`src/rtl/softmax_pkg.sv`:
```
// Shared constants and the result-reader state encoding for the softmax datapath.
package softmax_pkg;

    localparam int SM_DEPTH  = 32;  // words per softmax row
    localparam int SM_OUT_W  = 16;  // Q0.16 unsigned output word
    localparam int SM_ADDR_W = 5;   // $clog2(SM_DEPTH)
    localparam int SM_SUM_W  = 21;  // SM_OUT_W + SM_ADDR_W, holds 32 * 65535 without overflow

    typedef enum logic [1:0] {
        RD_IDLE  = 2'd0,
        RD_ISSUE = 2'd1,
        RD_DRAIN = 2'd2,
        RD_DONE  = 2'd3
    } rd_state_t;

endpackage

```
`src/rtl/softmax_result_reader_if.sv`:
```
// Control, BRAM port-B and output-stream signals of the softmax result reader.
// Stream handshake: a word transfers on a rising clock edge when o_valid and
// i_ready are both high; while o_valid is high and i_ready is low, o_data,
// o_index and o_last hold their values, and o_valid never drops before the
// transfer completes.
interface softmax_result_reader_if
    import softmax_pkg::*;
#(
    parameter int DATA_W = SM_OUT_W,
    parameter int ADDR_W = SM_ADDR_W
);
    logic                     i_start;
    logic                     o_busy;
    logic                     o_bram_en;
    logic [ADDR_W-1:0]        o_bram_addr;
    logic [DATA_W-1:0]        i_bram_dout;
    logic                     o_valid;
    logic                     i_ready;
    logic [DATA_W-1:0]        o_data;
    logic [ADDR_W-1:0]        o_index;
    logic                     o_last;
    logic [DATA_W+ADDR_W-1:0] o_sum;
    logic                     o_done;

    modport master (
        input  i_start, i_bram_dout, i_ready,
        output o_busy, o_bram_en, o_bram_addr, o_valid, o_data, o_index,
               o_last, o_sum, o_done
    );

    modport slave (
        output i_start, i_bram_dout, i_ready,
        input  o_busy, o_bram_en, o_bram_addr, o_valid, o_data, o_index,
               o_last, o_sum, o_done
    );
endinterface

```
`src/rtl/softmax_rd_fifo.sv`:
```
// Small synchronous FIFO buffering {data, index} words returned by the BRAM.
module softmax_rd_fifo #(
    parameter  int WIDTH = 21,
    parameter  int DEPTH = 4,
    localparam int PTR_W = (DEPTH > 1) ? $clog2(DEPTH) : 1,
    localparam int CNT_W = $clog2(DEPTH + 1)
) (
    input  logic             clk,
    input  logic             rst_n,
    input  logic             push,
    input  logic             pop,
    input  logic [WIDTH-1:0] din,
    output logic [WIDTH-1:0] dout,
    output logic             full,
    output logic             empty,
    output logic [CNT_W-1:0] count
);
    logic [WIDTH-1:0] mem [DEPTH];
    logic [PTR_W-1:0] wr_ptr;
    logic [PTR_W-1:0] rd_ptr;
    logic             do_push;
    logic             do_pop;

    // Pointers wrap explicitly because DEPTH need not be a power of two.
    function automatic logic [PTR_W-1:0] next_ptr(input logic [PTR_W-1:0] p);
        return (p == PTR_W'(DEPTH - 1)) ? '0 : p + 1'b1;
    endfunction

    assign do_push = push && !full;
    assign do_pop  = pop && !empty;
    assign full    = (count == CNT_W'(DEPTH));
    assign empty   = (count == '0);
    assign dout    = mem[rd_ptr];

    // Pointer and occupancy bookkeeping.
    always_ff @(posedge clk or negedge rst_n) begin
        if (!rst_n) begin
            wr_ptr <= '0;
            rd_ptr <= '0;
            count  <= '0;
        end else begin
            if (do_push) wr_ptr <= next_ptr(wr_ptr);
            if (do_pop)  rd_ptr <= next_ptr(rd_ptr);
            unique case ({do_push, do_pop})
                2'b10:   count <= count + 1'b1;
                2'b01:   count <= count - 1'b1;
                default: count <= count;
            endcase
        end
    end

    // Storage array; contents are don't-care until written.
    always_ff @(posedge clk) begin
        if (do_push) mem[wr_ptr] <= din;
    end
endmodule

```
`src/rtl/softmax_result_reader.sv`:
```
// Drains one softmax result row from BRAM port B and streams it out with
// index, last flag and a running sum. Reads are credit-limited so that every
// issued read has a guaranteed FIFO slot, hence backpressure never drops data.
module softmax_result_reader
    import softmax_pkg::*;
#(
    parameter int DEPTH      = SM_DEPTH,
    parameter int DATA_W     = SM_OUT_W,
    parameter int ADDR_W     = SM_ADDR_W,
    parameter int RD_LATENCY = 2,
    parameter int FIFO_DEPTH = RD_LATENCY + 2
) (
    input  logic      i_clk,
    input  logic      i_rst_n,
    softmax_result_reader_if.master bus,
    output rd_state_t dbg_state
);
    localparam int SUM_W   = DATA_W + ADDR_W;
    localparam int ENTRY_W = DATA_W + ADDR_W;
    localparam int CNT_W   = $clog2(FIFO_DEPTH + 1);

    rd_state_t         state;
    rd_state_t         next_state;
    logic [ADDR_W-1:0] issue_cnt;
    logic [CNT_W-1:0]  inflight;
    logic [CNT_W:0]    occupancy;
    logic              credit_ok;
    logic              issue;
    logic              accept_start;
    logic              handshake;
    logic              tap;
    logic [SUM_W-1:0]  sum_q;

    logic [RD_LATENCY-1:0] pipe_vld;
    logic [ADDR_W-1:0]     pipe_idx [RD_LATENCY];

    logic [ENTRY_W-1:0] fifo_din;
    logic [ENTRY_W-1:0] fifo_dout;
    logic               fifo_full;
    logic               fifo_empty;
    logic [CNT_W-1:0]   fifo_count;

    assign accept_start = (state == RD_IDLE) && bus.i_start;
    assign handshake    = bus.o_valid && bus.i_ready;
    assign tap          = pipe_vld[RD_LATENCY-1];
    assign occupancy    = {1'b0, inflight} + {1'b0, fifo_count};
    assign credit_ok    = (occupancy < (CNT_W+1)'(FIFO_DEPTH)) && !fifo_full;
    assign fifo_din     = {bus.i_bram_dout, pipe_idx[RD_LATENCY-1]};
    assign dbg_state    = state;

    // State register.
    always_ff @(posedge i_clk or negedge i_rst_n) begin
        if (!i_rst_n) state <= RD_IDLE;
        else          state <= next_state;
    end

    // Next-state logic.
    always_comb begin
        next_state = state;
        unique case (state)
            RD_IDLE:  if (bus.i_start) next_state = RD_ISSUE;
            RD_ISSUE: if (issue && (issue_cnt == ADDR_W'(DEPTH - 1))) next_state = RD_DRAIN;
            RD_DRAIN: if (handshake && bus.o_last) next_state = RD_DONE;
            RD_DONE:  next_state = RD_IDLE;
            default:  next_state = RD_IDLE;
        endcase
    end

    // State-decoded outputs and read issue.
    always_comb begin
        issue           = (state == RD_ISSUE) && credit_ok;
        bus.o_busy      = (state != RD_IDLE);
        bus.o_done      = (state == RD_DONE);
        bus.o_bram_en   = issue;
        bus.o_bram_addr = issue ? issue_cnt : '0;
    end

    // Issue address counter and count of reads still inside the BRAM pipe.
    always_ff @(posedge i_clk or negedge i_rst_n) begin
        if (!i_rst_n) begin
            issue_cnt <= '0;
            inflight  <= '0;
        end else begin
            if (accept_start) issue_cnt <= '0;
            else if (issue)   issue_cnt <= issue_cnt + 1'b1;
            unique case ({issue, tap})
                2'b10:   inflight <= inflight + 1'b1;
                2'b01:   inflight <= inflight - 1'b1;
                default: inflight <= inflight;
            endcase
        end
    end

    // Latency pipe: tracks which cycles carry valid BRAM data and their index.
    always_ff @(posedge i_clk or negedge i_rst_n) begin
        if (!i_rst_n) begin
            pipe_vld <= '0;
            for (int i = 0; i < RD_LATENCY; i++) pipe_idx[i] <= '0;
        end else begin
            pipe_vld[0] <= issue;
            pipe_idx[0] <= issue_cnt;
            for (int i = 1; i < RD_LATENCY; i++) begin
                pipe_vld[i] <= pipe_vld[i-1];
                pipe_idx[i] <= pipe_idx[i-1];
            end
        end
    end

    // Running sum of handed-off words; cleared when a new row starts.
    always_ff @(posedge i_clk or negedge i_rst_n) begin
        if (!i_rst_n)          sum_q <= '0;
        else if (accept_start) sum_q <= '0;
        else if (handshake)    sum_q <= sum_q + {{ADDR_W{1'b0}}, bus.o_data};
    end

    softmax_rd_fifo #(
        .WIDTH (ENTRY_W),
        .DEPTH (FIFO_DEPTH)
    ) u_fifo (
        .clk   (i_clk),
        .rst_n (i_rst_n),
        .push  (tap),
        .pop   (handshake),
        .din   (fifo_din),
        .dout  (fifo_dout),
        .full  (fifo_full),
        .empty (fifo_empty),
        .count (fifo_count)
    );

    // Stream outputs are forced to zero while the FIFO is empty.
    always_comb begin
        bus.o_valid = !fifo_empty;
        bus.o_data  = bus.o_valid ? fifo_dout[ENTRY_W-1 -: DATA_W] : '0;
        bus.o_index = bus.o_valid ? fifo_dout[ADDR_W-1:0] : '0;
        bus.o_last  = bus.o_valid && (fifo_dout[ADDR_W-1:0] == ADDR_W'(DEPTH - 1));
        bus.o_sum   = sum_q;
    end
endmodule

```
`src/flat_wrapper.sv`:
```
// flat-port wrapper written by rule: the top's interface ports become plain ports
module softmax_result_reader_flat import softmax_pkg::*;
#(
    parameter int DEPTH      = SM_DEPTH,
    parameter int DATA_W     = SM_OUT_W,
    parameter int ADDR_W     = SM_ADDR_W,
    parameter int RD_LATENCY = 2,
    parameter int FIFO_DEPTH = RD_LATENCY + 2
)
  (i_clk, i_rst_n, dbg_state, bus_i_start, bus_i_bram_dout, bus_i_ready, bus_o_busy, bus_o_bram_en, bus_o_bram_addr, bus_o_valid, bus_o_data, bus_o_index, bus_o_last, bus_o_sum, bus_o_done);
  softmax_result_reader_if #(.DATA_W(DATA_W), .ADDR_W(ADDR_W)) bus_i ();
  input  logic i_clk;
  input  logic i_rst_n;
  output rd_state_t dbg_state;
  input wire logic [$bits(bus_i.i_start)-1:0] bus_i_start;
  input wire logic [$bits(bus_i.i_bram_dout)-1:0] bus_i_bram_dout;
  input wire logic [$bits(bus_i.i_ready)-1:0] bus_i_ready;
  output wire logic [$bits(bus_i.o_busy)-1:0] bus_o_busy;
  output wire logic [$bits(bus_i.o_bram_en)-1:0] bus_o_bram_en;
  output wire logic [$bits(bus_i.o_bram_addr)-1:0] bus_o_bram_addr;
  output wire logic [$bits(bus_i.o_valid)-1:0] bus_o_valid;
  output wire logic [$bits(bus_i.o_data)-1:0] bus_o_data;
  output wire logic [$bits(bus_i.o_index)-1:0] bus_o_index;
  output wire logic [$bits(bus_i.o_last)-1:0] bus_o_last;
  output wire logic [$bits(bus_i.o_sum)-1:0] bus_o_sum;
  output wire logic [$bits(bus_i.o_done)-1:0] bus_o_done;
  assign bus_i.i_start = bus_i_start;
  assign bus_i.i_bram_dout = bus_i_bram_dout;
  assign bus_i.i_ready = bus_i_ready;
  assign bus_o_busy = bus_i.o_busy;
  assign bus_o_bram_en = bus_i.o_bram_en;
  assign bus_o_bram_addr = bus_i.o_bram_addr;
  assign bus_o_valid = bus_i.o_valid;
  assign bus_o_data = bus_i.o_data;
  assign bus_o_index = bus_i.o_index;
  assign bus_o_last = bus_i.o_last;
  assign bus_o_sum = bus_i.o_sum;
  assign bus_o_done = bus_i.o_done;
  softmax_result_reader #(.DEPTH(DEPTH), .DATA_W(DATA_W), .ADDR_W(ADDR_W), .RD_LATENCY(RD_LATENCY), .FIFO_DEPTH(FIFO_DEPTH)) u_core (.i_clk(i_clk), .i_rst_n(i_rst_n), .bus(bus_i), .dbg_state(dbg_state));
endmodule
```
`config.mk`:
```
export PLATFORM = sky130hd
export DESIGN_NAME = softmax_result_reader_flat
export DESIGN_NICKNAME = d
export VERILOG_FILES = /design/src/rtl/softmax_pkg.sv /design/src/rtl/softmax_result_reader_if.sv /design/src/rtl/softmax_rd_fifo.sv /design/src/rtl/softmax_result_reader.sv /design/src/flat_wrapper.sv
export SDC_FILE = /design/constraint.sdc
export NUM_CORES = 1
export LEC_CHECK = 0
export CAP_MARGIN = 15
export CORE_MARGIN = 4
export CORE_UTILIZATION = 50
export CTS_BUF_LIST = sky130_fd_sc_hd__clkbuf_8 sky130_fd_sc_hd__clkbuf_16
export CTS_CLUSTER_DIAMETER = 100
export DETAILED_ROUTE_END_ITERATION = 16
export GPL_ROUTABILITY_DRIVEN = 0
export PLACE_DENSITY = 0.73
export SLEW_MARGIN = 20
export SYNTH_ARGS = -nofsm -noshare
export SYNTH_HDL_FRONTEND = slang
export SYNTH_HIERARCHICAL = 1
export SYNTH_SLANG_ARGS = --single-unit
export TNS_END_PERCENT = 5
```
`constraint.sdc`:
```
create_clock -name i_clk -period 4.3 [get_ports i_clk]
set_input_delay 0.645 -clock i_clk [delete_from_list [all_inputs] [get_ports i_clk]]
set_output_delay 0.645 -clock i_clk [all_outputs]
set_load 0.05 [all_outputs]
```
**Word level (Yosys, flattened, before mapping)**

Memory sizes are Yosys's and may differ from the RTL's.
Index checks and enable logic that the tools add are counted.

- Output and inout port bits: 54
- Input port bits: 20
- RAM bits: 84
- Logic and storage cells: 72
- Memories kept: 1
- Register bits: 50

Memory list:

| memory | words | width | rd ports | clocked after memory_dff | write ports | RTL line | text |
|---|---|---|---|---|---|---|---|
| u_core.u_fifo.mem | 4 | 21 | 1 | 0 | 1 | softmax_rd_fifo.sv:18 | `logic [WIDTH-1:0] mem [DEPTH];` |

- Reduce and logical (&&, ||, !) cells: 19
- Order comparisons: 1
- Multiplexer cells: 17
- Equal/unequal tests: 15
- Add/sub/neg operators: 9

Operator list:

| kind | count |
|---|---|
| 21-bit two-way mux | 2 |
| 21-bit by 16-bit adder with 21-bit output | 1 |
| 5-bit two-way mux | 4 |
| 16-bit two-way mux | 1 |
| 2-bit == test (second input constant) | 6 |
| 3-bit case mux with 2 select lines | 2 |
| 5-bit == test (second input constant) | 2 |
| 2-bit two-way mux | 5 |
| 2-bit nonzero test | 5 |
| 1-bit logical AND | 9 |
| 2-bit case mux with 4 select lines | 1 |
| 3-bit by 1-bit adder with 3-bit output (second input constant) | 2 |
| 2-bit by 1-bit == test with 1-bit output (second input constant) | 3 |
| 3-bit by 1-bit subtractor with 3-bit output (second input constant) | 2 |
| 5-bit by 1-bit adder with 5-bit output (second input constant) | 1 |
| 2-bit by 1-bit adder with 2-bit output (second input constant) | 2 |
| 3-bit by 3-bit adder with 4-bit output | 1 |
| 4-bit by 3-bit < comparator with 1-bit output (second input constant) | 1 |
| 2-bit by 1-bit inequality test with 1-bit output (second input constant) | 2 |
| 3-bit == test (second input constant) | 1 |
| 3-bit logical NOT | 1 |
| 3-bit AND reduction | 1 |
| 1-bit logical NOT | 2 |
| 2-bit logical NOT | 1 |
| 2 further kinds | 3 |

**Logic depth before layout (Yosys ltp)**

Gate-level depths: netlist (run 1).

- Depth after elaboration: 7
- Mapped depth: 13
- Gate-level depth less buffers: 12

**Hierarchy**

The synthesis (run 1) kept the hierarchy.

By module, submodules not included:

| module | area an instance (um2) | times used | cells an instance | sequential area each (um2) |
|---|---|---|---|---|
| softmax_rd_fifo | 3482.1 | 1 | 152 | 2697.6 |
| softmax_result_reader | 2847.7 | 1 | 311 | 1076.0 |

**Worst setup path after synthesis (run 1)**

OpenSTA, ideal clock, no wires.

- Kind: register to register
- Start: register u_core.u_fifo.rd_ptr[0]
- End: register u_core.sum_q[10], in the netlist u_core/bus.o_sum[10]
- Data arrival time: 3644 ps
- Path slack: 587 ps
- Period minus slack after synthesis: 3713 ps
- Cell stages (with the launch flop): 14
- Path buffers: 2
- Data required time: 4230 ps
- Setup time: 70 ps
- Path through: dfrtp_1 > buf_2 > buf_4 > mux4_2 > nor2b_1 > ha_1 > inv_1 > fa_1 > nor2b_1 > o211ai_1 > a21boi_1 > o211ai_1 > a2111o_1 > nand3_1

- Longest elaborated chain between the ends: 5

Ends and longest elaborated chain:

| item | RTL line | text |
|---|---|---|
| start: declaration | softmax_rd_fifo.sv:20 | `logic [PTR_W-1:0] rd_ptr;` |
| start signal: assignment | softmax_rd_fifo.sv:43 | `if (do_pop) rd_ptr <= next_ptr(rd_ptr);` |
| memory read 4 x 21 bit | -- |  |
| net u_core.fifo_dout[5] | softmax_result_reader.sv:38 | `logic [ENTRY_W-1:0] fifo_dout;` |
| 16-bit two-way mux | softmax_result_reader.sv:134 | `bus.o_data = bus.o_valid ? fifo_dout[ENTRY_W-1 -: DATA_W] : '0;` |
| net bus_o_data[0] | flat_wrapper.sv:22 | `output wire logic [$bits(bus_i.o_data)-1:0] bus_o_data;` |
| 21-bit by 16-bit adder with 21-bit output | softmax_result_reader.sv:113 | `else if (handshake) sum_q <= sum_q + {{ADDR_W{1'b0}}, bus.o_data};` |
| 21-bit two-way mux | softmax_result_reader.sv:113 |  |
| 21-bit two-way mux | softmax_result_reader.sv:112 | `else if (accept_start) sum_q <= '0;` |
| end signal: assignment | softmax_result_reader.sv:113 |  |
| end: declaration | softmax_result_reader.sv:32 | `logic [SUM_W-1:0] sum_q;` |

The timed path passes the listed nets, and every way through them passes these cells. The select of a mux whose other input is x is not followed.
A chain may end at the register's enable or synchronous reset.

**Final worst setup path (run 1)**

- Start: register u_core.u_fifo.rd_ptr[0]
- End: output port bus_o_last

- Longest elaborated chain between the ends: 3

Ends and longest elaborated chain:

| item | RTL line | text |
|---|---|---|
| memory read 4 x 21 bit | -- |  |
| net u_core.fifo_dout[4] | softmax_result_reader.sv:38 |  |
| 5-bit == test | softmax_result_reader.sv:136 | `bus.o_last = bus.o_valid && (fifo_dout[ADDR_W-1:0] == ADDR_W'(DEPTH - 1));` |
| 1-bit logical AND | softmax_result_reader.sv:136 |  |
| end: declaration | flat_wrapper.sv:24 | `output wire logic [$bits(bus_i.o_last)-1:0] bus_o_last;` |

The timed path passes the listed nets, and every way through them passes these cells.

==> results.md, run 1 <==
- CTS tree: yes
- Initial Utilization: between 50 and 60%
- Final Cycle Share: about 87%
- Avg Cell Area, Syn: about 14 um2
- Final wirelength: about 14 mm
- Post-place instance area: just over 0.007 mm2
- Antenna viol nets, final: 0
- DR pass1 iterations: 5
- Status: completed
- Post-CTS Hold Buffers: 0
- Max transition margin: 53.0%
- Fin area: 0.00788 mm2
- Max-cap violations: 0
- CP Data Arrival Time: between 3000 and 4000 ps
- Syn. warnings: 6
- Setup TNS: 0 ps
- Yosys reg bits: 134
- Top_reg_cell synth: edfxtp_1
- Min Tclk post-route: approximately 3700 ps
- Final Skew: between 10 and 15 ps
- Dpl hpwl: between 9 and 10 mm
- Register-to-Register Path Depth: 9
- N_diodes: 0
- Launch point of the worst reg-to-reg path: u_core/u_fifo/rd_ptr[0]
- Sequential share of the synthesized area: between 50% and 60%
- Root buffer cell: clkbuf_16
- Final #Nets: 603
- Max-slew violations: 0
- Number of fillers in the final layout: about 900
- Max frequency: between 0.2 and 0.3 GHz
- DRC viols: 0
- FF-to-FF setup slack: between 700 and 800 ps
- First-pass GRT wire length: about 23 mm
- Synth async-reset ratio: ~37%
- All-Layer GR Usage: approximately a fifth
- Via count: 4105
- Initial antenna violation count: 0
- Syn_nets: roughly 520
- Footprint of the multi-input gates: approximately 0.0024 mm2
- Clock Sinks: 134
- Die height: ~120 um
- CTS Buf Count: 17
- Vias in the first global route: 4301
- Distinct cells, synth: 55
- Worst Setup EP: bus_o_last
- Latest clock arrival within the worst-skew pair: approximately 400 ps
- Core region area: around 0.012 mm2
- Routed len/inst: around 19 um
- Beginning of the critical path: u_core/u_fifo/rd_ptr[0]
- Least-Margin Pin Slew: approximately 700 ps
- Total die area: about 0.015 mm2
- CP max FO: 9
- Required time of the critical path: 3650 ps
- Fraction of layout cells with a size suffix above 1: roughly 14%
- Crit. End Element: primary output
- Post-synth EDFFs: 84
- Class of the worst hold path: in2async
- Post-Layout Cell Count: about 730
- Area grow syn2layout: 24.5%
- Placed insts: about 700
- # IOs: 74
- PostCTS Resize Cnt: 0
- Critical Path Source Type: flop
- Largest net degree at the start of global routing: roughly 50
- Reg-to-Reg End: u_core/bus.o_sum[15]
- GRT overflow: 0
- Initial DRC count: 320
- Die W: around 120 um
- RSZ-0062 raised after global routing: no
- H-tree depth: 4
- Synth Instances: around 460
- Buffer count from post-CTS setup fixing: 0
- Hold Violations, Final: 0
- Clk buf depth: 2
- Site Rows: 40
- Post-Syn Area: about 0.0063 mm2
- Clock Pin Slew Worst Setup and Hold Paths: approximately 60 ps
- Setup violators final: 0
- Flip-flop and latch area: 0.00377 mm2
- Via-to-Cell Ratio: ~5.6
- Buffers on Ports: 73
- Setup CP Type: reg2out
-- routing by layer --
| metal | part of all wire [%] | track usage (%) |
|---|---|---|
| met1 | 44 | 26.9 |
| met2 | 49 | 32.9 |
| met3 | 5.9 | 4.82 |
| met5 | 0 | 0 |
| met4 | 1.3 | 6.37 |
-- state kept, by name, indices dropped and copies added (netlist names) --
name,count
u_core/bus.o_sum,21
u_core/u_fifo/count,3
u_core/u_fifo/rd_ptr,2
u_core/pipe_vld,2
u_core/u_fifo/wr_ptr,2
u_core/fifo_din,5
u_core/issue_cnt,5
u_core/pipe_idx,5
u_core/u_fifo/mem,84
u_core/inflight,3
u_core/dbg_state,2
-- synthesized netlist by cell type (all sizes together), types with 2 or more instances --
library cell  count  area (um2)
fa                3        60.1
nand3             6        30.0
nor4b             5        43.8
o21a              3        22.5
a21oi            17        85.1
nand4             6        37.5
clkbuf            9        33.8
and4              2        17.5
nor2             20        75.1
inv              26        97.6
a31oi             2        12.5
mux4             21         473
mux2              5        63.8
nor2b            21         131
and3              6        42.5
xnor2             6        52.6
a21boi            2        15.0
and2             11        71.3
o31ai             3        22.5
buf               7        35.0
nor3              8        40.0
xor2              6        52.6
nor3b             2        15.0
edfxtp           84        2520
a21o             12        90.1
dfrtp            50        1250
mux2i             7        70.1
ha               32         400
a211oi            7        52.6
o211ai            4        30.0
o21ai            17        85.1
nand2b            7        43.8
nand2            32         120
-- worst min path at each step --
| stage | startpoint | end | slack, ps | depth (start not counted) |
|---|---|---|---|---|
| floorplan | u_core/pipe_idx[5] | u_core/fifo_din[0] | 330 | 0 |
| global placement | u_core/pipe_vld[0] | u_core/pipe_vld[1] | 330 | 0 |
| detailed placement | u_core/pipe_idx[5] | u_core/fifo_din[0] | 340 | 0 |
| CTS | u_core/pipe_vld[0] | u_core/pipe_vld[1] | 360 | 0 |
| global route | u_core/pipe_idx[6] | u_core/fifo_din[1] | 360 | 0 |
| finish | i_rst_n | u_core/issue_cnt[1] | 350 | 2 |
-- critical path, cell delays in order, from the launching register on --
cell	delay (ps)
dfrtp_1	650
buf_4	290
mux4_2	270
nand4_1	130
nor3b_1	410
clkdlybuf4s50_1	890
-- metrics by stage --
stage | worst slack, ps | utilization [%] | hold slack [ps]
after global placement | 833 | 59.5 | 332
after detailed placement | 834 | 59.5 | 338
after CTS | 553 | 64.5 | 358
after floorplan | 587 | - | 331
final | 580 | 64.5 | 347
after global routing | 397 | 64.5 | 363
-- layout make-up --
cell class	count	area share, %
clock buffers	21	6.24
clock inverters	11	1.52
inverters	26	1.24
multi-input cells	287	30.4
flip-flops and latches	134	47.9
well taps	168	2.67
repair buffers	82	10.1
-- cells in the final DEF, fill, tap and decap left out, types with 3 or more instances in the layout --
cell type         n
a211oi_1          7
xnor2_1           6
nand2b_1          7
and2_1           10
clkdlybuf4s50_1  72
edfxtp_1         84
nand4_1           6
mux4_2           21
and3_2            4
nor4b_1           5
ha_1             32
nor3_1            7
dfrtp_1          50
nor2b_1          21
nand2_1          32
o31ai_1           3
inv_1            27
nor2_1           20
xor2_1            6
nand3_1           6
a21o_1           12
o21ai_0          16
mux2i_1           7
a21oi_1          17
clkbuf_8          3
o211ai_1          4
o21a_1            3
clkbuf_16        18
clkinvlp_4        3
fa_1              3
buf_4             9
-- cells by family after synthesis --
logic type               share of synthesized area, %
buffers and inverters                            2.63
AO/OA/AOI/OAI                                    7.71
adder cells (fa/ha/maj)                          7.27
AND/OR/NAND/NOR                                  11.5
flip-flops                                       59.6
multiplexers                                     9.59
XOR/XNOR                                         1.66
Power of run 1 is left out: the tool's default activity adds up to more than one toggle a clock period on the data nets, which glitch-free logic cannot reach.
==> run 2, diff against run 1 <==
--- a/config.mk
+++ b/config.mk
@@ -5,14 +5,16 @@
 export SDC_FILE = /design/constraint.sdc
 export NUM_CORES = 1
 export LEC_CHECK = 0
+export ABC_AREA = 1
 export CAP_MARGIN = 15
-export CORE_MARGIN = 4
+export CORE_MARGIN = 2
 export CORE_UTILIZATION = 50
 export CTS_BUF_LIST = sky130_fd_sc_hd__clkbuf_8 sky130_fd_sc_hd__clkbuf_16
 export CTS_CLUSTER_DIAMETER = 100
 export DETAILED_ROUTE_END_ITERATION = 16
 export GPL_ROUTABILITY_DRIVEN = 0
-export PLACE_DENSITY = 0.73
+export MAX_ROUTING_LAYER = met4
+export PLACE_DENSITY = 0.72
 export SLEW_MARGIN = 20
 export SYNTH_ARGS = -nofsm -noshare
 export SYNTH_HDL_FRONTEND = slang
==> results.md, run 2 <==
- Commonest non-fill, non-tap cell in the layout: nand2_1
- Hold WS: 335 ps (-12.0 ps)
- CTS tree: yes
- Die height: 122 um (+1.3%)
- Total die area: 0.0149 mm2 (+2.6%)
- Fraction of layout cells with a size suffix above 1: 11.6% (-2.0 points)
- CP Buf/Inv Count: 4 (+2)
- Antenna viol nets, final: 0 (unchanged)
- N_diodes: 0 (unchanged)
- RSZ-0062 raised after global routing: no
- Setup TNS: 0 ps (unchanged)
- Initial Utilization: 50.6% (-1.2 points)
- Commonest cells in the netlist: nand2_1 (185), inv_1 (123), edfxtp_1 (84), nor2_1 (58), dfrtp_1 (50)
- Root buffer cell: clkbuf_16
- Avg Cell Area, Syn: 9.51 um2 (-30%)
- Sequential share of the synthesized area: 54.1% (-5.5 points)
- All-Layer GR Usage: 23.3% (+3.1 points)
- Final Skew: 7.44 ps (-3.26 ps)
- Final wirelength: 15.5 mm (+13%)
- Beginning of the critical path: u_core/u_fifo/rd_ptr[1]
- Buffers on Ports: 73 (unchanged)
- Setup CP Type: reg2out
- Clock Sinks: 134 (unchanged)
- DR pass1 iterations: 6 (+1)
- Site Rows: 43 (+7.5%)
- Largest net degree at the start of global routing: 57 (+12%)
- Routed len/inst: 15.4 um (-18%)
- Max frequency: 0.257 GHz (-4.5%)
- Core region area: 0.0138 mm2 (+13%)
- Clock Pin Slew Worst Setup and Hold Paths: 60 ps (about the same)
- Slowest CP cell: clkdlybuf4s50_1
- Die W: 122 um (+1.3%)
- Reg-to-Reg End: u_core/bus.o_sum[17]
- Distinct cells, synth: 38 (-31%)
- Latest clock arrival within the worst-skew pair: 420 ps (about the same)
- Least-Margin Pin Slew: 856 ps (+151 ps)
- Initial DRC count: 439 (+37%)
- Crit. End Element: primary output
- Via count: 5251 (+28%)
- CP Data Arrival Time: 3250 ps (+170 ps)
- Via-to-Cell Ratio: 5.21 (-7.5%)
- Max transition margin: 43.0% (-10 points)
- Dpl hpwl: 10.9 mm (+21%)
- Critical Path Source Type: flop
- Top_reg_cell synth: edfxtp_1
- Yosys reg bits: 134 (unchanged)
- Setup violators final: 0 (unchanged)
- Most frequent cells in the layout: nand2_1 (185), inv_1 (127), edfxtp_1 (84)
- Required time of the critical path: 3650 ps (about the same)
- Placed insts: 976 (+40%)
- Final #Nets: 870 (+44%)
- Most common cell in the netlist: nand2_1
- Largest Register: u_core/u_fifo/mem
- Cells along the critical path: inv_1 -> buf_4 -> o211ai_2 -> nand2_1 -> inv_1 -> nor2_1 -> clkdlybuf4s50_1
- Top cell type's share of synthesized area: 36.2% (-3.7 points)
- Min Tclk post-route: 3900 ps (+175 ps)
- Syn_nets: 788 (+52%)
- DRC viols: 0 (unchanged)
- Hold Violations, Final: 0 (unchanged)
- Status: completed
- Core Util, Final: 61.2% (-3.3 points)
- Synth area leaders: edfxtp_1 (36%), dfrtp_1 (18%), nand2_1 (10%), inv_1 (6.6%), ha_1 (5.7%)
- CP max FO: 24 (+15)
- Clk buf depth: 2 (unchanged)
- Area grow syn2layout: 21.0%
- CP dominant cell by count: inv_1
- Area leader, netlist: edfxtp_1
- Vias in the first global route: 5143 (+20%)
- CTS Buf Count: 17 (unchanged)
- Post-CTS Hold Buffers: 0 (unchanged)
- Post-Layout Cell Count: 1008 (+38%)
- First-pass GRT wire length: 25.4 mm (+13%)
- Post-Syn Area: 0.00697 mm2 (+10%)
- Number of fillers in the final layout: 1134 (+22%)
- Max reg flops: 84 (unchanged)
- # IOs: 74 (unchanged)
- Max-slew violations: 0 (unchanged)
- PostCTS Resize Cnt: 0 (unchanged)
- H-tree depth: 4 (unchanged)
- Syn. warnings: 6 (unchanged)
- Max-cap violations: 0 (unchanged)
- FF-to-FF setup slack: 900 ps (+190 ps)
- Buffer count from post-CTS setup fixing: 0 (unchanged)
- Synth async-reset ratio: 37.3% (unchanged)
- Class of the worst hold path: in2async
- CP delay by family, top: buffers and inverters
- Synth Instances: 733 (+58%)
- Post-synth EDFFs: 84 (unchanged)
- Register-to-Register Path Depth: 15 (+6)
- GRT overflow: 0 (unchanged)
- Launch point of the worst reg-to-reg path: u_core/u_fifo/rd_ptr[1]
- Final Cycle Share: 90.6% (+4.1 points)
- Crit-path max cell delay: 860 ps (-30 ps)
- Initial antenna violation count: 0 (unchanged)
==> run 2: worst max-delay path by stage <==
stage | end | slack [ps] | cells after the start
finish | bus_o_data[8] | 400 | 7
global route | bus_o_data[8] | 190 | 7
CTS | bus_o_data[8] | 370 | 7
detailed placement | bus_o_data[8] | 830 | 7
global placement | bus_o_data[8] | 880 | 7
floorplan | u_core/bus.o_sum[16] | 1050 | 21
==> run 2: worst register-to-register path: stages, from the launching register on <==
cell and delay, ps:
dfrtp_1 900, inv_1 400, buf_4 340, o211ai_2 100, nand2_1 70, inv_1 60
nor2_1 70, ha_1 440, nand2_2 160, inv_1 70, a21oi_2 150, nand3_1 170
nand2_1 100, nand2_1 70, a21oi_1 140, nor2_1 60
==> run 2: stage by stage <==
step / area, um2 / worst slack, ps
2_1_floorplan: 6970 / 1050
3_3_place_gp: 7870 / 876
3_5_place_dp: 7870 / 827
4_1_cts: 8440 / 371
5_1_grt: 8440 / 188
6_report: 8440 / 405
==> run 2: cell type report <==
type                            count  area (um2)  area share, %
Tap cell                          180         225           2.67
Multi-Input combinational cell    452        2580           30.6
Sequential cell                   134        3770           44.7
Inverter                          130         490           5.81
Timing Repair Buffer               80         791           9.37
Clock inverter                     13         118           1.39
Clock buffer                       19         453           5.37
==> run 2: logic make-up (layout without fill, tap and decap cells) <==
| logic type | Yosys count | in the layout | share of synthesized area, % |
|---|---|---|---|
| DFF | 134 | 134 | 54.1 |
| and+or+nand+nor | 319 | 319 | 19.9 |
| AOI/OAI and AO/OA | 94 | 94 | 10.1 |
| buffers and inverters | 147 | 242 | 8.81 |
| xor gates and xnor gates | 4 | 4 | 0.503 |
| adders and majority gates | 35 | 35 | 6.60 |
==> run 2: metal layers <==
metal	up-vias	part of all wire [%]	global-route usage, %
met5	-	0	-
met4	0	1.2	7.90
met3	25	4.7	5.20
met2	170	51	39.1
met1	2500	43	28.0
li1	2556	-	-
Power of run 2 is left out for the same reason.
==> run 3, diff against run 2 <==
--- a/config.mk
+++ b/config.mk
@@ -12,7 +12,7 @@
 export CTS_BUF_LIST = sky130_fd_sc_hd__clkbuf_8 sky130_fd_sc_hd__clkbuf_16
 export CTS_CLUSTER_DIAMETER = 100
 export DETAILED_ROUTE_END_ITERATION = 16
-export GPL_ROUTABILITY_DRIVEN = 0
+export HOLD_SLACK_MARGIN = 0.12
 export MAX_ROUTING_LAYER = met4
 export PLACE_DENSITY = 0.72
 export SLEW_MARGIN = 20
==> results.md, run 3 (synthesis gave the netlist of run 2 again) <==
- Post-CTS Hold Buffers: 0 (unchanged)
- Register-to-Register Path Depth: 15 (unchanged)
- RSZ-0062 raised after global routing: no
- CP Data Arrival Time: 3230 ps (-20 ps)
- Fraction of layout cells with a size suffix above 1: 12.1% (+0.48 points)
- Status: completed
- PostCTS Resize Cnt: 0 (unchanged)
- # IOs: 74 (unchanged)
- DR pass1 iterations: 5 (-1)
- Clock Pin Slew Worst Setup and Hold Paths: 60 ps (about the same)
- CP Buf/Inv Count: 4 (unchanged)
- Required time of the critical path: 3650 ps (about the same)
- DRC viols: 0 (unchanged)
- Max-slew violations: 0 (unchanged)
- CTS Buf Count: 17 (unchanged)
- Routability cong.: 0.914
- All-Layer GR Usage: 22.6% (-0.77 points)
- Cells along the critical path: inv_1 -> buf_4 -> o211ai_2 -> nand2_1 -> inv_1 -> nor3_2 -> clkdlybuf4s50_1
- Critical Path Source Type: flop
- Beginning of the critical path: u_core/u_fifo/rd_ptr[1]
- N_diodes: 0 (unchanged)
- CP delay by family, top: buffers and inverters
- Die height: 122 um (unchanged)
- Met3 wire length: 649 um (-9.9%)
- Core region area: 0.0138 mm2 (unchanged)
- Largest Register: u_core/u_fifo/mem
- Initial antenna violation count: 0 (unchanged)
- Commonest non-fill, non-tap cell in the layout: nand2_1
- H-tree depth: 4 (unchanged)
- Crit-path max cell delay: 850 ps (about the same)
- Hold Violations, Final: 0 (unchanged)
- Dpl hpwl: 10.9 mm (-0.25%)
- CP dominant cell by count: inv_1
- Final #Nets: 870 (unchanged)
- Initial Utilization: 50.6% (unchanged)
- Setup CP Type: reg2out
- Vias in the first global route: 5144 (+0.019%)
- Reg-to-Reg End: u_core/bus.o_sum[18]
- CTS tree: yes
- Slowest CP cell: clkdlybuf4s50_1
- Number of fillers in the final layout: 1170 (+3.2%)
- Least-Margin Pin Slew: 865 ps (+9.45 ps)
- Top layer in use: met4
- Crit. End Element: primary output
- Clock Sinks: 134 (unchanged)
- Total die area: 0.0149 mm2 (unchanged)
- Max transition margin: 42.3% (-0.63 points)
- Launch point of the worst reg-to-reg path: u_core/u_fifo/rd_ptr[1]
- Setup TNS: 0 ps (unchanged)
- CP max FO: 24 (unchanged)
- Via-to-Cell Ratio: 5.08 (-2.5%)
- Area grow syn2layout: 20.9% (about the same)
- Min Tclk post-route: 3870 ps (-22.4 ps)
- Clk buf depth: 2 (unchanged)
- Routed len/inst: 15.1 um (-1.9%)
- Class of the worst hold path: in2async
- FF-to-FF setup slack: 920 ps (+20 ps)
- Met1 wire length: 6.71 mm (+1.2%)
- Worst slack, placed: 831 ps (+4.05 ps)
- Met2 wire len: 7.57 mm (-4.6%)
- Footprint of the multi-input gates: 0.00258 mm2 (unchanged)
- Latest clock arrival within the worst-skew pair: 420 ps (about the same)
- Max frequency: 0.258 GHz (+0.58%)
- Final Skew: 7.02 ps (-0.413 ps)
- Final wirelength: 15.2 mm (-1.9%)
- Die W: 122 um (unchanged)
- Flip-flop and latch area: 0.00377 mm2 (unchanged)
- First-pass GRT wire length: 24.9 mm (-2.2%)
- Largest net degree at the start of global routing: 53 (-7.0%)
- Setup violators final: 0 (unchanged)
- Via count: 5118 (-2.5%)
- Root buffer cell: clkbuf_16
- Site Rows: 43 (unchanged)
- Final Cycle Share: 90.1% (-0.52 points)
- Buffers on Ports: 73 (unchanged)
- GRT overflow: 0 (unchanged)
- Buffer count from post-CTS setup fixing: 0 (unchanged)
- Max-cap violations: 0 (unchanged)
- Antenna viol nets, final: 0 (unchanged)
- Max reg flops: 84 (unchanged)
- Most frequent cells in the layout: nand2_1 (185), inv_1 (123), edfxtp_1 (84)
- Initial DRC count: 397 (-9.6%)
- Setup ws final: 427 ps (+22.4 ps)
==> run 3: cell types whose count changed in the layout (fill, tap and decap cells not counted), sizes merged <==
cell	before	now
clkinv	4	7
bufinv	2	1
clkbuf	19	18
inv	134	133
==> run 3: worst max path at each step <==
stage	slack (ps)	depth (start not counted)	to
6_report	430	7	bus_o_last
5_1_grt	220	7	bus_o_data[15]
4_1_cts	380	7	bus_o_data[4]
3_5_place_dp	830	7	bus_o_data[6]
3_3_place_gp	850	7	bus_o_last
2_1_floorplan	1050	21	u_core/bus.o_sum[16]
==> run 3: final cells by class <==
| cell class | instances | share of cell area, % |
|---|---|---|
| clock inverter | 14 | 1.51 |
| sequential | 134 | 44.8 |
| inverter | 130 | 5.82 |
| tap | 180 | 2.67 |
| timing repair buffer | 80 | 9.38 |
| multi-input combinational | 452 | 30.6 |
| clock buffer | 18 | 5.21 |
==> run 3: metal layers <==
metal	GRT usage [%]	up-vias
li1	-	2553
met1	27.3	2434
met2	37.7	111
met3	5.29	20
met4	6.97	0
met5	-	-
==> run 3: stage by stage <==
stage	hold slack [ps]	instance area (um2)	instances	utilization (%)
finish	178	8430	1008	61.2
global route	199	8430	1008	61.2
CTS	178	8430	1008	61.2
detailed placement	336	7870	976	57.1
global placement	332	7870	976	57.1
floorplan	331	6970	733	-
Power of run 3 is left out for the same reason.
